[src/rtl/cnn_frame_sequencer.sv]
// Frame sequencer: clears the CNN, streams one image from memory, waits for its decision.
// Optional DRAIN timeout with error flag when CNN_SEQ_TIMEOUT_EN is defined.
module cnn_frame_sequencer #(
    parameter int NUM_PIXELS = 784,
    parameter int ADDR_W     = 10,
    parameter int CLR_CYCLES = 2,
    parameter int TIMEOUT    = 8192
) (
    input  logic              clk,
    input  logic              rst,
    input  logic              start,
    input  logic              abort,
    output logic              busy,
    output logic              mem_rd_en,
    output logic [ADDR_W-1:0] mem_addr,
    input  logic [31:0]       mem_rd_data,
    output logic [31:0]       pix_data,
    output logic              pix_valid,
    output logic              cnn_clr,
    input  logic              cnn_valid,
    input  logic [3:0]        cnn_decision,
    output logic [3:0]        result,
    output logic              result_valid,
    output logic              done,
    output logic              error
);

    localparam logic [2:0] IDLE   = 3'd0;
    localparam logic [2:0] CLEAR  = 3'd1;
    localparam logic [2:0] STREAM = 3'd2;
    localparam logic [2:0] DRAIN  = 3'd3;
    localparam logic [2:0] DONE   = 3'd4;

    localparam int CLR_W = $clog2(CLR_CYCLES + 1);
    localparam logic [CLR_W-1:0] CLR_LAST =
        CLR_W'(CLR_CYCLES - 1);
    localparam logic [ADDR_W-1:0] LAST_ADDR =
        ADDR_W'(NUM_PIXELS - 1);

    logic [2:0]        state;
    logic [2:0]        state_d;
    logic [CLR_W-1:0]  clr_cnt;
    logic [ADDR_W-1:0] addr_cnt;
    logic              timeout_hit;
    logic              kill;

    assign kill = abort && (state != IDLE);

`ifdef CNN_SEQ_TIMEOUT_EN
    localparam int TO_W = $clog2(TIMEOUT + 1);
    localparam logic [TO_W-1:0] TO_LAST =
        TO_W'(TIMEOUT - 1);

    logic [TO_W-1:0] drain_cnt;

    assign timeout_hit = (state == DRAIN) && !cnn_valid &&
                         (drain_cnt == TO_LAST);

    always_ff @(posedge clk or negedge rst) begin
        if (!rst) begin
            drain_cnt <= '0;
        end else if (state == DRAIN && state_d == DRAIN) begin
            drain_cnt <= drain_cnt + 1'b1;
        end else begin
            drain_cnt <= '0;
        end
    end

    // Sticky until the next accepted start; abort wins over a timeout.
    always_ff @(posedge clk or negedge rst) begin
        if (!rst) begin
            error <= 1'b0;
        end else if (state == IDLE && start) begin
            error <= 1'b0;
        end else if (!kill && timeout_hit) begin
            error <= 1'b1;
        end
    end
`else
    assign timeout_hit = 1'b0;
    assign error       = 1'b0;
`endif

    always_comb begin
        state_d = state;
        unique case (state)
            IDLE: begin
                if (start) state_d = CLEAR;
            end
            CLEAR: begin
                if (abort) state_d = IDLE;
                else if (clr_cnt == CLR_LAST) state_d = STREAM;
            end
            STREAM: begin
                if (abort) state_d = IDLE;
                else if (addr_cnt == LAST_ADDR) state_d = DRAIN;
            end
            DRAIN: begin
                if (abort) state_d = IDLE;
                else if (cnn_valid) state_d = DONE;
                else if (timeout_hit) state_d = DONE;
            end
            DONE: begin
                state_d = IDLE;
            end
            default: begin
                state_d = IDLE;
            end
        endcase
    end

    always_ff @(posedge clk or negedge rst) begin
        if (!rst) begin
            state <= IDLE;
        end else begin
            state <= state_d;
        end
    end

    always_ff @(posedge clk or negedge rst) begin
        if (!rst) begin
            clr_cnt <= '0;
        end else if (state == CLEAR && state_d == CLEAR) begin
            clr_cnt <= clr_cnt + 1'b1;
        end else begin
            clr_cnt <= '0;
        end
    end

    // Counter is held at zero outside STREAM so mem_addr idles at 0.
    always_ff @(posedge clk or negedge rst) begin
        if (!rst) begin
            addr_cnt <= '0;
        end else if (state == STREAM && state_d == STREAM) begin
            addr_cnt <= addr_cnt + 1'b1;
        end else begin
            addr_cnt <= '0;
        end
    end

    always_ff @(posedge clk or negedge rst) begin
        if (!rst) begin
            pix_valid <= 1'b0;
        end else begin
            pix_valid <= mem_rd_en;
        end
    end

    always_ff @(posedge clk or negedge rst) begin
        if (!rst) begin
            result       <= '0;
            result_valid <= 1'b0;
        end else if (state == IDLE && start) begin
            result_valid <= 1'b0;
        end else if (kill) begin
            result_valid <= 1'b0;
        end else if (state == DRAIN && cnn_valid) begin
            result       <= cnn_decision;
            result_valid <= 1'b1;
        end
    end

    assign busy      = (state != IDLE);
    assign mem_rd_en = (state == STREAM);
    assign mem_addr  = addr_cnt;
    assign cnn_clr   = (state == IDLE) || (state == CLEAR);
    assign done      = (state == DONE);
    assign pix_data  = mem_rd_data;

endmodule

[config.mk]
export PLATFORM = sky130hd
export DESIGN_NAME = cnn_frame_sequencer
export DESIGN_NICKNAME = d
export VERILOG_FILES = /design/src/rtl/cnn_frame_sequencer.sv
export SDC_FILE = /design/constraint.sdc
export NUM_CORES = 1
export LEC_CHECK = 0
export CORE_MARGIN = 2
export CORE_UTILIZATION = 60
export DETAILED_ROUTE_END_ITERATION = 10
export DONT_BUFFER_PORTS = 1
export PLACE_DENSITY = 0.82
export REMOVE_ABC_BUFFERS = 1
export SYNTH_ARGS = -nofsm -noshare
export SYNTH_HDL_FRONTEND = slang
export SYNTH_SLANG_ARGS = --single-unit
[constraint.sdc]
create_clock -name clk -period 3.6 [get_ports clk]
set_input_delay 0.18 -clock clk [delete_from_list [all_inputs] [get_ports clk]]
set_output_delay 0.18 -clock clk [all_outputs]
set_load 0.05 [all_outputs]
==> flow_metrics.tcl <==
set metrics [dict create \
    ant_nets 0 \
    synthDominantCellAreaShare_pct 40.2 \
    postCtsSetupRepairBufs 0 \
    dp_cells 117 \
    finalHoldViolCount 0 \
    nNetsFinal 142 \
    cts_resized 0 \
    initial_core_util_pct 65.4 \
    worstSetupPathType "reg -> reg" \
    slew_headroom_pct 37.8 \
    p_sw_share_pct 43.5 \
    antenna_found_initial 0 \
    cts_root_buf "clkbuf_4" \
    ios 94 \
    grt-ovfl-total 0 \
    portBuffers 0 \
    core_area_sq_um 2000 \
    syn_inst 127 \
    p_per_area_nw_per_um2 564 \
    groute.layer.met2.usage_pct 43.4 \
    pwr-share-seq_pct 60.7 \
    cp-startpoint "mem_addr[0]" \
    vias_per_cell 6.57 \
    start_kind "register" \
    instances_no_fill 125 \
    yosysTopAreaCell "dfrtp_1" \
    syn_area_per_cell_sq_um 10.3 \
    diodes 0 \
    hold_buffers 2 \
    leakage_nw 0.473 \
    synth_seq_cells 21 \
    synth.top_cells.by_count "buf_4 (34), dfrtp_1 (21), inv_1 (5), mux2_2 (5)" \
    switchingPower_uw 280 \
    fin_util_pct 57.1 \
    syn_area_sq_um 1310 \
    htreeDepth 1 \
    grt_max_degree 22 \
    critical-path-slowest-cell "dfrtp_1" \
    critPathArrivalTime_ps 2090 \
    syn2layout_area_growth_pct -12.6 \
    cp_num_cells 4 \
    clock_latency_ps 310 \
    clockPowerShare_pct 18.2 \
    grt_setup_unrepaired "false" \
    drive_above_1_share_pct 21.4 \
    firstDrtPassIters 4 \
    setup_viol 0 \
    synthFlopType "dfrtp_1" \
    die_height_microns 50.7 \
    cp_num_buf_inv 0 \
    fmax_ghz 0.541 \
    post-route-period-util_pct 51.3 \
    fin_ws_ps 1750 \
    cpPeakStageDelay_ps 750 \
    irDropWorstVdd_mv 0.432 \
    grt_pass1_wl_mm 4.66 \
    grt_pass1_vias 787 \
    gr-usage-met1_pct 22.8 \
    comb_power_share_pct 21.0 \
    cts_tree "built" \
    fin_tns_setup_ps 0 \
    track_usage_pct 27.0 \
    cp-end-kind "register" \
    clock_sinks 21 \
    synth_edf_count 0 \
    cts_buffers 3 \
    yosysSeqAreaShare_pct 40.2 \
    wl_per_cell_microns 26.5 \
    skew_ps 5.55 \
    synth_most_common_cell "buf_4" \
    worst_slew_pin_slew_ps 930 \
    post-place-ws_ps 1800 \
    async_flop_share_pct 100 \
    rrSetupSlack_ps 1750 \
    crit_family "flip-flops" \
    drv_cap 0 \
    die_x_microns 50.7 \
    timing.hold.ws_ps 8.78 \
    synthTopCellsByArea "dfrtp_1 (40%), buf_4 (20%), mux2_2 (4.3%)" \
    cp-endpoint "mem_addr[6]" \
    cts.clk_slew.worst_paths_ps 120 \
    status "complete, no violations" \
    critPathMaxFanout 6 \
    hold_class "in -> reg" \
    dieArea_sq_um 2570 \
    gp_congestion 0.960 \
    reg2regPathDepth 4 \
    fp-row-count 16 \
    report.final.slew_viol_count 0 \
    grt_use_met3_pct 28.0 \
    ys_types 41 \
    period_needed_ps 1850 \
    power.internal_uw 364 \
    timing.rr.end "mem_addr[6]" \
    clk_path_buf_depth 2 \
    drt-total-wl_mm 3.32 \
    drt_iter0_drc 9 \
    post-route-drc-count 0 \
    busiest_layer "met2" \
    via_count 821 \
    dp_hpwl_mm 2.77 \
    worstPathRequired_ps 3840 \
    yosys_warnings 0 \
    r2r_start "mem_addr[0]" \
    worstPathCellList "ha_1 -> nand3_1 -> or3_1 -> a21oi_1" \
]
## power by group through the flow
stage / registers, mW / logic (mW) / clock network (mW)
after floorplan: 0.384 / 0.116 / 0
after global routing: 0.398 / 0.147 / 0.129
after CTS: 0.391 / 0.135 / 0.117
after detailed placement: 0.396 / 0.127 / 0
final: 0.391 / 0.136 / 0.117
after global placement: 0.395 / 0.125 / 0
## registers in the layout, summed over array words and instances, names as in the netlist
name,flops
mem_addr,10
pix_valid,1
result_valid,1
state,3
clr_cnt,2
result,4
## cells in the final DEF (no fill, tap or decap), types with 2 or more instances in the layout
| cell type | netlist | final |
|---|---|---|
| ha_1 | 2 | 2 |
| nand2_1 | 3 | 3 |
| inv_1 | 5 | 5 |
| a21oi_1 | 4 | 4 |
| nand3_1 | 4 | 4 |
| nor2_1 | 4 | 4 |
| clkbuf_4 | 0 | 3 |
| nand4_1 | 2 | 2 |
| nor2_2 | 2 | 2 |
| dlygate4sd3_1 | 0 | 4 |
| o21ai_0 | 3 | 3 |
| dfrtp_1 | 21 | 21 |
| mux2_2 | 5 | 5 |
| or3_1 | 4 | 4 |
| a21o_1 | 2 | 2 |
| or4_1 | 2 | 2 |
| a21oi_2 | 3 | 3 |
| nor3b_2 | 0 | 2 |
## metal layers
metal	share of wire, %	vias up
li1	-	350
met1	29	402
met2	47	66
met3	23	3
met4	0.87	0
met5	0	-
## cell type report
class	instances	area [sq um]
multi-input cells	64	498
well taps	27	33.8
repair buffers	4	40.0
inverters	5	18.8
flip-flops and latches	21	526
clock buffers	3	22.5
fillers	164	858
clock inverters	1	5.00
## how the worst min path moves through the flow
stage / from / to / slack [ps] / depth (start not counted)
floorplan: rst / clr_cnt[0] / -120 / 0
global placement: rst / mem_addr[0] / -120 / 0
detailed placement: rst / mem_addr[1] / -120 / 0
CTS: cnn_decision[1] / result[1] / 7 / 1
global route: cnn_decision[0] / result[0] / 3 / 1
finish: cnn_decision[0] / result[0] / 9 / 1
## through the flow
stage               instance area (sq um)  total power [mW]
detailed placement                   1080             0.523
global route                         1140             0.675
finish                               1140             0.645
floorplan                            1030             0.500
global placement                     1080             0.520
CTS                                  1120             0.643
## kinds of logic after synthesis
kind of cell	share of synthesized area [%]
AO/OA/AOI/OAI	12.3
XOR/XNOR	0.669
adder cells (fa/ha/maj)	1.91
buffers and inverters	22.6
flip-flops	40.2
multiplexers	5.07
other	0.287
AND/OR/NAND/NOR	17.0
Note: power is estimated with default switching activity, not from simulation.
